File: src/rtl/sample_rr_sched_pkg.sv
// Shared types and helpers for the round-robin sample scheduler.
package sample_sched_pkg;

    // Output register occupancy: EMPTY holds nothing, OFFER presents a beat.
    typedef enum logic {
        OUT_EMPTY = 1'b0,
        OUT_OFFER = 1'b1
    } out_state_e;

    // Channel-id width, never narrower than one bit.
    function automatic int id_width(input int n);
        return (n <= 2) ? 1 : $clog2(n);
    endfunction

endpackage

File: src/rtl/sample_rr_sched_if.sv
// Sample-in / beat-out bundle between N producers, the scheduler and one consumer.
interface sample_rr_sched_if #(
    parameter int N   = 2,
    parameter int DIN = 16
);
    import sample_sched_pkg::*;

    localparam int W = id_width(N);

    logic [N-1:0]       din_valid;
    logic [N-1:0]       din_ready;
    logic [N*DIN-1:0]   din_data;
    logic               dout_valid;
    logic               dout_ready;
    logic [W+DIN-1:0]   dout_data;
    logic [N-1:0]       overrun;

    // Environment side: producers and consumer.
    modport master (
        output din_valid, din_data, dout_ready,
        input  din_ready, dout_valid, dout_data, overrun
    );

    // Scheduler side.
    modport slave (
        input  din_valid, din_data, dout_ready,
        output din_ready, dout_valid, dout_data, overrun
    );

endinterface

File: src/rtl/sample_rr_pick.sv
// Rotating-priority encoder: first eligible channel at or after ptr, wrapping.
module sample_rr_pick #(
    parameter int N = 2,
    parameter int W = 1
) (
    input  logic [N-1:0] eligible,
    input  logic [W-1:0] ptr,
    output logic [W-1:0] grant,
    output logic         any
);

    // Scan ptr, ptr+1, ... N-1, 0, ...; the first hit wins. ptr < N, so one
    // subtraction of N is enough to wrap and W+1 bits hold the sum.
    always_comb begin
        logic [W:0]   sum;
        logic [W-1:0] sel;
        grant = '0;
        any   = 1'b0;
        sum   = '0;
        sel   = '0;
        for (int k = 0; k < N; k++) begin
            sum = {1'b0, ptr} + (W+1)'(k);
            if (sum >= (W+1)'(N))
                sum = sum - (W+1)'(N);
            sel = sum[W-1:0];
            if (!any && eligible[sel]) begin
                any   = 1'b1;
                grant = sel;
            end
        end
    end

endmodule

File: src/rtl/sample_rr_sched.sv
// Round-robin scheduler: N latest-sample channels share one {id,data} output.
module sample_rr_sched
    import sample_sched_pkg::*;
#(
    parameter int N          = 2,
    parameter int DIN        = 16,
    parameter bit FRESH_ONLY = 1'b1
) (
    input  logic              clk,
    input  logic              rst,
    sample_rr_sched_if.slave  bus
);

    localparam int W = id_width(N);

    typedef struct packed {
        logic [W-1:0]   id;
        logic [DIN-1:0] data;
    } beat_t;

    logic [N-1:0][DIN-1:0] chan_q;
    logic [N-1:0]          fresh_q;
    logic [N-1:0]          seen_q;
    logic [N-1:0]          overrun_q;
    logic [N-1:0]          eligible;
    logic [N-1:0]          grant_oh;
    logic [W-1:0]          ptr_q;
    logic [W-1:0]          grant;
    logic                  any;
    logic                  load;
    logic                  take;
    beat_t                 out_q;
    out_state_e            state_q;
    out_state_e            state_d;

    // Eligibility only looks at registered state, so a sample is never
    // granted in the same cycle it arrives.
    assign eligible = FRESH_ONLY ? fresh_q : seen_q;

    sample_rr_pick #(.N(N), .W(W)) u_pick (
        .eligible (eligible),
        .ptr      (ptr_q),
        .grant    (grant),
        .any      (any)
    );

    // Output register may be refilled when empty or when its beat is taken.
    assign load     = (state_q == OUT_EMPTY) || bus.dout_ready;
    assign take     = load && any;
    assign grant_oh = take ? ({{(N-1){1'b0}}, 1'b1} << grant) : '0;

    // Occupancy state register.
    always_ff @(posedge clk or posedge rst) begin
        if (rst)
            state_q <= OUT_EMPTY;
        else
            state_q <= state_d;
    end

    // Occupancy next state: a load either refills or empties; otherwise hold.
    always_comb begin
        state_d = state_q;
        if (load)
            state_d = any ? OUT_OFFER : OUT_EMPTY;
    end

    // Offered beat and rotation pointer advance only on a grant.
    always_ff @(posedge clk or posedge rst) begin
        if (rst) begin
            out_q <= '0;
            ptr_q <= '0;
        end else if (take) begin
            out_q <= '{id: grant, data: chan_q[grant]};
            ptr_q <= (grant == W'(N-1)) ? '0 : grant + W'(1);
        end
    end

    // Channel capture and bookkeeping. A new sample arriving on the channel
    // being granted wins over the grant's clear of fresh: the old value goes
    // out now and the new one on the channel's next turn, so nothing is lost.
    always_ff @(posedge clk or posedge rst) begin
        if (rst) begin
            chan_q    <= '0;
            fresh_q   <= '0;
            seen_q    <= '0;
            overrun_q <= '0;
        end else begin
            for (int i = 0; i < N; i++) begin
                if (bus.din_valid[i]) begin
                    chan_q[i]  <= bus.din_data[i*DIN +: DIN];
                    seen_q[i]  <= 1'b1;
                    fresh_q[i] <= 1'b1;
                    if (fresh_q[i] && !grant_oh[i])
                        overrun_q[i] <= 1'b1;
                end else if (grant_oh[i]) begin
                    fresh_q[i] <= 1'b0;
                end
            end
        end
    end

    assign bus.din_ready  = '1;
    assign bus.dout_valid = (state_q == OUT_OFFER);
    assign bus.dout_data  = out_q;
    assign bus.overrun    = overrun_q;

endmodule

File: src/flat_wrapper.sv
// flat-port wrapper written by rule: the top's interface ports become plain ports
module sample_rr_sched_flat import sample_sched_pkg::*;
#(
    parameter int N          = 2,
    parameter int DIN        = 16,
    parameter bit FRESH_ONLY = 1'b1
)
  (clk, rst, bus_din_valid, bus_din_data, bus_dout_ready, bus_din_ready, bus_dout_valid, bus_dout_data, bus_overrun);
  sample_rr_sched_if #(.N(N), .DIN(DIN)) bus_i ();
  input  logic clk;
  input  logic rst;
  input wire logic [$bits(bus_i.din_valid)-1:0] bus_din_valid;
  input wire logic [$bits(bus_i.din_data)-1:0] bus_din_data;
  input wire logic [$bits(bus_i.dout_ready)-1:0] bus_dout_ready;
  output wire logic [$bits(bus_i.din_ready)-1:0] bus_din_ready;
  output wire logic [$bits(bus_i.dout_valid)-1:0] bus_dout_valid;
  output wire logic [$bits(bus_i.dout_data)-1:0] bus_dout_data;
  output wire logic [$bits(bus_i.overrun)-1:0] bus_overrun;
  assign bus_i.din_valid = bus_din_valid;
  assign bus_i.din_data = bus_din_data;
  assign bus_i.dout_ready = bus_dout_ready;
  assign bus_din_ready = bus_i.din_ready;
  assign bus_dout_valid = bus_i.dout_valid;
  assign bus_dout_data = bus_i.dout_data;
  assign bus_overrun = bus_i.overrun;
  sample_rr_sched #(.N(N), .DIN(DIN), .FRESH_ONLY(FRESH_ONLY)) u_core (.clk(clk), .rst(rst), .bus(bus_i));
endmodule
File: config.mk
export PLATFORM = sky130hd
export DESIGN_NAME = sample_rr_sched_flat
export DESIGN_NICKNAME = d
export VERILOG_FILES = /design/src/rtl/sample_rr_sched_pkg.sv /design/src/rtl/sample_rr_sched_if.sv /design/src/rtl/sample_rr_pick.sv /design/src/rtl/sample_rr_sched.sv /design/src/flat_wrapper.sv
export SDC_FILE = /design/constraint.sdc
export NUM_CORES = 1
export LEC_CHECK = 0
export CORE_ASPECT_RATIO = 0.8
export CORE_MARGIN = 2
export CORE_UTILIZATION = 61
export DETAILED_ROUTE_END_ITERATION = 8
export DONT_BUFFER_PORTS = 1
export GPL_ROUTABILITY_DRIVEN = 0
export PLACE_DENSITY_LB_ADDON = 0.25
export SYNTH_ARGS = -nofsm -noshare
export SYNTH_HDL_FRONTEND = slang
export SYNTH_SLANG_ARGS = --single-unit
File: constraint.sdc
create_clock -name clk -period 2 [get_ports clk]
set_input_delay 0.1 -clock clk [delete_from_list [all_inputs] [get_ports clk]]
set_output_delay 0.1 -clock clk [all_outputs]
set_load 0.01 [all_outputs]
=== Word level (Yosys, flattened, before mapping) ===
Index checks and enable logic that the tools add are counted.

* Register bits: 55
* Latch bits: 0
* Bits in writable memories: 0
* ROM bits: 0
* Input port bits: 37
* Output and inout bits: 22
* Word-level logic and storage cells: 52
* Memories kept: 0

* Add/subtract/negate cells: 4
* Multiply operators: 0
* Div/mod/pow operators: 0
* $lt $le $gt $ge: 5
* Eq/ne operators: 0
* Shift operators: 1
* Muxes and demuxes: 19
* Bitwise operators: 1
* Reductions and logical operators: 12

{| class="wikitable"
|+ Operators with widths
! kind !! count
|-
| 16-bit 2-to-1 mux || 2
|-
| 1-bit 2-to-1 mux || 16
|-
| 1-bit by 2-bit less-than comparator with 1-bit output, second input constant || 3
|-
| 1-bit logical AND || 4
|-
| 2-bit AND reduction || 2
|-
| 2-bit nonzero test || 2
|-
| 1-bit logical NOT || 3
|-
| 1-bit by 1-bit adder with 2-bit output, second input constant || 1
|-
| 1-bit by 2-bit greater-or-equal comparator with 1-bit output, second input constant || 1
|-
| 2-bit greater-or-equal comparator, second input constant || 1
|-
| 2-bit 2-to-1 mux || 1
|-
| 1-bit by 1-bit left shift with 2-bit output, first input constant || 1
|-
| 1-bit subtractor, second input constant || 2
|-
| 1-bit adder, second input constant || 1
|-
| 1-bit logical OR || 1
|-
| 1-bit NOT || 1
|}

=== Depth between registers and ports, before layout ===
* Depth after elaboration: 13
* Mapped depth: 5
* Mapped depth without buffers: 3

=== By module ===
From an unflattened synthesis, not the netlist that was laid out.

* Cell total of the unflattened synthesis: 167
* Area, all modules: 2337.2 um^2

{| class="wikitable"
|+ Modules (own cells, without submodules)
! module !! times used !! cells each !! area an instance (um^2)
|-
| sample_rr_sched || 1 || 164 || 2319.7
|-
| sample_rr_pick || 1 || 3 || 17.5
|}

=== Worst setup path before layout ===
No wires, ideal clock.

* Kind: reg2reg
* Start: register u_core.state_q, in the netlist u_core.bus.dout_valid
* End: register u_core.out_q (netlist bit u_core.bus.dout_data[0])
* Arrival: 1.183 ns
* Data required time: 1.874 ns
* Path slack: 0.691 ns
* Cell stages (with the launch flop): 6
* Buffers on the path: 2
* Cells stage by stage: dfrtp_1 > nand2b_4 > and3_1 > buf_6 > buf_6 > a221o_1

* Cells in the longest elaborated chain, start to end: 3

{| class="wikitable"
|+ RTL lines
! what !! line !! text
|-
| start: declaration || sample_rr_sched.sv:33 || <nowiki>out_state_e state_q;</nowiki>
|-
| start signal: assignment || sample_rr_sched.sv:57 || <nowiki>state_q <= state_d;</nowiki>
|-
| 1-bit NOT || sample_rr_sched.sv:48 || <nowiki>assign load = (state_q == OUT_EMPTY) || bus.dout_ready;</nowiki>
|-
| 1-bit logical OR || sample_rr_sched.sv:48 ||
|-
| 1-bit logical AND || sample_rr_sched.sv:49 || <nowiki>assign take = load && any;</nowiki>
|-
| end signal: assignment || sample_rr_sched.sv:73 || <nowiki>out_q <= '{id: grant, data: chan_q[grant]};</nowiki>
|-
| end: declaration || sample_rr_sched.sv:32 || <nowiki>beat_t out_q;</nowiki>
|}

No other way between the ends.
A chain may end at the register's enable or synchronous reset.

=== Worst setup path in the final report ===
* Start: register u_core.fresh_q[1], in the netlist u_core.eligible[1]
* End: register u_core.out_q (netlist bit u_core.bus.dout_data[6])

* Cells in the longest elaborated chain, start to end: 8

{| class="wikitable"
|+ RTL lines
! what !! line !! text
|-
| start: declaration || sample_rr_sched.sv:22 || <nowiki>logic [N-1:0] fresh_q;</nowiki>
|-
| start signal: assignment || sample_rr_sched.sv:84 || <nowiki>fresh_q <= '0;</nowiki>
|-
| start signal: indexed assignment || sample_rr_sched.sv:92 || <nowiki>fresh_q[i] <= 1'b1;</nowiki>
|-
| start signal: indexed assignment || sample_rr_sched.sv:96 || <nowiki>fresh_q[i] <= 1'b0;</nowiki>
|-
| 1-bit 2-to-1 mux (not written as such) (2 in a row) || sample_rr_pick.sv:26 || <nowiki>if (!any && eligible[sel]) begin</nowiki>
|-
| 1-bit 2-to-1 mux || sample_rr_pick.sv:26 ||
|-
| 1-bit logical NOT || sample_rr_pick.sv:26 ||
|-
| 1-bit logical AND || sample_rr_pick.sv:26 ||
|-
| 1-bit 2-to-1 mux || sample_rr_pick.sv:26 ||
|-
| 16-bit 2-to-1 mux (not written as such) (2 in a row) || sample_rr_sched.sv:73 ||
|}

Several ways; a longest one is shown, not always the timed one. The select of a mux whose other input is x is not followed.

==> run summary <==
The portion of total power attributed to the clock network is 0.229. The category of the worst setup path capture point is a flip-flop. The number of buffers added by the clock tree synthesis step came out at 5.

The number of buffers on the longest clock path is 2. Measured against its own limit, the worst slew margin works out to 0.3786. The floorplan step set the die height to 58.49 um. Across every metal layer, demand over resource in global routing totals 0.2553. The initial DRC count is 152. The net switching fraction of the power is 0.3133. The number of unique standard cell types used by synthesis is 22.

The number of non-filler instances in the completed layout came out at 244. In the layout the commonest cells are dfrtp_1, dlygate4sd3_1, mux2_1. The cell total after placement is 201. The initial utilization of the core area, before any placement, comes to 0.6477. The deepest level of the CTS H-tree came out at 2.

By area the synthesized netlist is led by dfrtp_1, mux2_1, a221o_1, nor3_1, nand2_1. The max capacitance violation total is 0. The number of top-level pins came out at 59. The portion of total power attributed to sequential cells came out at 0.583. STA classifies the critical path startpoint as a flip-flop. The wire length of the first global-routing pass came out at 7.921 mm. The most frequent standard cell in the layout excluding fill and tap cells is dfrtp_1.

The number of fillers in the final layout is 211. The critical path in this run is classified as flip-flop to flip-flop. The total global routing overflow came out at 0. The share of total power dissipated in combinational logic is 0.188. The required time of the critical path came out at 2.20 ns. Along the worst path, the maximum fanout reaches 16.

The number of buffer cells added on primary ports came out at 0. In the routed design, unresolved DRC markers number 0. The synthesized design contains 55 register bits.

The routed layout has 1475 vias. In this run the standard cell core region covers 3495 um2. After detailed routing, the average wire length per cell comes to 19.74 um.

The analysis attributes to net switching a power of 830.5 uW. Detailed placement finished with a half-perimeter wire length of 3.132 mm. The total count of hold-check failures in the final report came out at 0.

The power per standard cell area is 979.1 nW/um2. Yosys printed 0 warnings. The number of inserted diodes came out at 0. The mean post-synth cell area came out at 13.47 um2. The leakage power of the design came out at 0.001188 uW. The net count of the finished layout came out at 238. The floorplan die area is 4217 um2. The die extent in x is 72.11 um.

The number of slew-limit violations in the final report is 0. Row generation in the floorplan step produced 19 rows. Setup repair after global routing left no endpoint under its margin. The highest clock frequency the design can meet came out at 646.8 MHz. The buffer type at the clock tree root is clkbuf_8. The post-route minimum period came out at 1.546 ns.

The first-pass iteration count of the detailed router came out at 4. The fraction of synthesized cell area taken by the top area cell type is 0.6081. In this run the worst hold path is classified as primary input to async pin. The number of antenna violations at the first check in global routing was 0.

The post-route antenna net violation count came out at 0. In the final layout, the share of cells above drive strength 1 is 0.07921. The final setup TNS is 0 ns. The number of clock sinks is 55. From synthesis to final layout, the design area changed by 19.62%. The run finished with clean final reports. The final design utilization is 0.7748. The pin slew with the least headroom to its limit is 0.9290 ns. Entering global routing, the biggest net connects 55 pins. The portion of the clock cycle consumed by the worst path in the final layout is 0.7731. The internal power came out at 1821 uW. The synthesized design spends more area on one cell type than any other, namely dfrtp_1. For the final database, setup skew stands at 0.01193 ns. The combined area of all synthesized cells is 2263 um2.

Data on the critical path arrives at its endpoint at 1.74 ns. The number of instances in the synthesized netlist came out at 168. The final wirelength is 4.816 mm. IR analysis of the VDD net gives a maximum drop of 0.7131 mV. The proportion of synthesized chip area in sequential cells is 0.6081. For the worst-skew pair, the clock arrives at the later sink with an insertion delay of 0.31 ns.

TritonCTS built the clock tree. Setup violations remaining at the end of the flow were counted as 0. The via count of the first global-routing pass was 1542. The clock-pin transition on the worst setup and hold timing paths came out at 0.10 ns. The average via count per standard cell is 6.045. The smallest hold slack is 0.09075 ns.
==> area by class of cell <==
| class | count | area, um2 | area share |
|---|---|---|---|
| Timing Repair Buffer | 40 | 400.4 | 0.1479 |
| Clock inverter | 3 | 18.77 | 0.006932 |
| Inverter | 2 | 7.507 | 0.002773 |
| Clock buffer | 5 | 68.82 | 0.02542 |
| Tap cell | 42 | 52.55 | 0.01941 |
| Sequential cell | 55 | 1376 | 0.5083 |
| Multi-Input combinational cell | 97 | 783.3 | 0.2893 |
==> cell families (layout without fill, tap and decap cells) <==
logic type             after synthesis  after routing  share of synthesized area
muxes                               32             32                     0.1592
DFF                                 55             55                     0.6081
and+or+nand+nor                     40             40                    0.08679
buffers and inverters               17             50                    0.04754
other                                1              2                   0.001657
AOI/OAI and AO/OA                   23             23                    0.09674
==> registers in the layout, indices dropped and copies added, names as in the netlist <==
register,flops
u_core.bus.dout_data,17
u_core.bus.dout_valid,1
u_core.bus.overrun,2
u_core.chan_q,32
u_core.eligible,2
u_core.ptr_q,1
==> synthesized netlist by cell type <==
master and count:
a21bo_1 1, a21boi_1 1, a21o_1 2, a221o_1 16, a31o_1 2, and2b_1 1
and3_1 1, buf_2 8, buf_4 5, buf_6 2, conb_1 1, dfrtp_1 55
inv_1 2, mux2_1 32, nand2_1 17, nand2b_4 1, nand3_1 1, nand3b_1 1
nor2b_1 1, nor3_1 16, o21ai_2 1, or3_1 1
==> power by group through the flow <==
stage | registers, uW | clock network [uW] | logic, uW
floorplan | 1500 | 0 | 400
global placement | 1560 | 0 | 397
detailed placement | 1570 | 0 | 428
CTS | 1550 | 610 | 497
global route | 1570 | 665 | 551
finish | 1550 | 607 | 499
==> per-stage QoR <==
stage          area (um2)  setup WS [ns]  power, uW
4_1_cts              2708         0.4530       2654
6_report             2708         0.4539       2651
2_1_floorplan        2267         0.5571       1897
3_3_place_gp         2270         0.5619       1953
5_1_grt              2708         0.3086       2788
3_5_place_dp         2270         0.4545       1995
==> repair_timing <==
item                      4_1_cts  5_1_grt
gates resized for setup         0        0
setup buffers                   0        0
hold buffers                   35        0
hold endpoints to repair       91        0
==> per-layer routing <==
layer,up-vias,GRT usage,routed length [um]
met2,45,0.4273,2494
met3,10,0.07363,309
met5,-,0,0
li1,672,-,-
met4,0,0.06199,57
met1,748,0.3341,1954
==> path summary, 6_finish.rpt <==
| kind | cells past startpoint | to | slack [ns] | start |
|---|---|---|---|---|
| max | 3 | u_core.bus.dout_data[6] | 0.45 | u_core.eligible[1] |
| max reg2reg | 3 | u_core.bus.dout_data[6] | 0.45 | u_core.eligible[1] |
| min | 2 | u_core.chan_q[12] | 0.09 | rst |
| max in group asynchronous | 3 | u_core.eligible[0] | 1.45 | rst |
| min reg2reg | 1 | u_core.chan_q[18] | 0.49 | u_core.chan_q[18] |
| min in group clk | 3 | u_core.ptr_q | 0.11 | bus_dout_ready |
==> worst max-delay path: stages, from the launching register on <==
cell,delay (ns)
dfrtp_1,0.56
nand2_1,0.12
and3_1,0.39
a221o_1,0.38
Note: power is estimated with default switching activity, not from simulation.
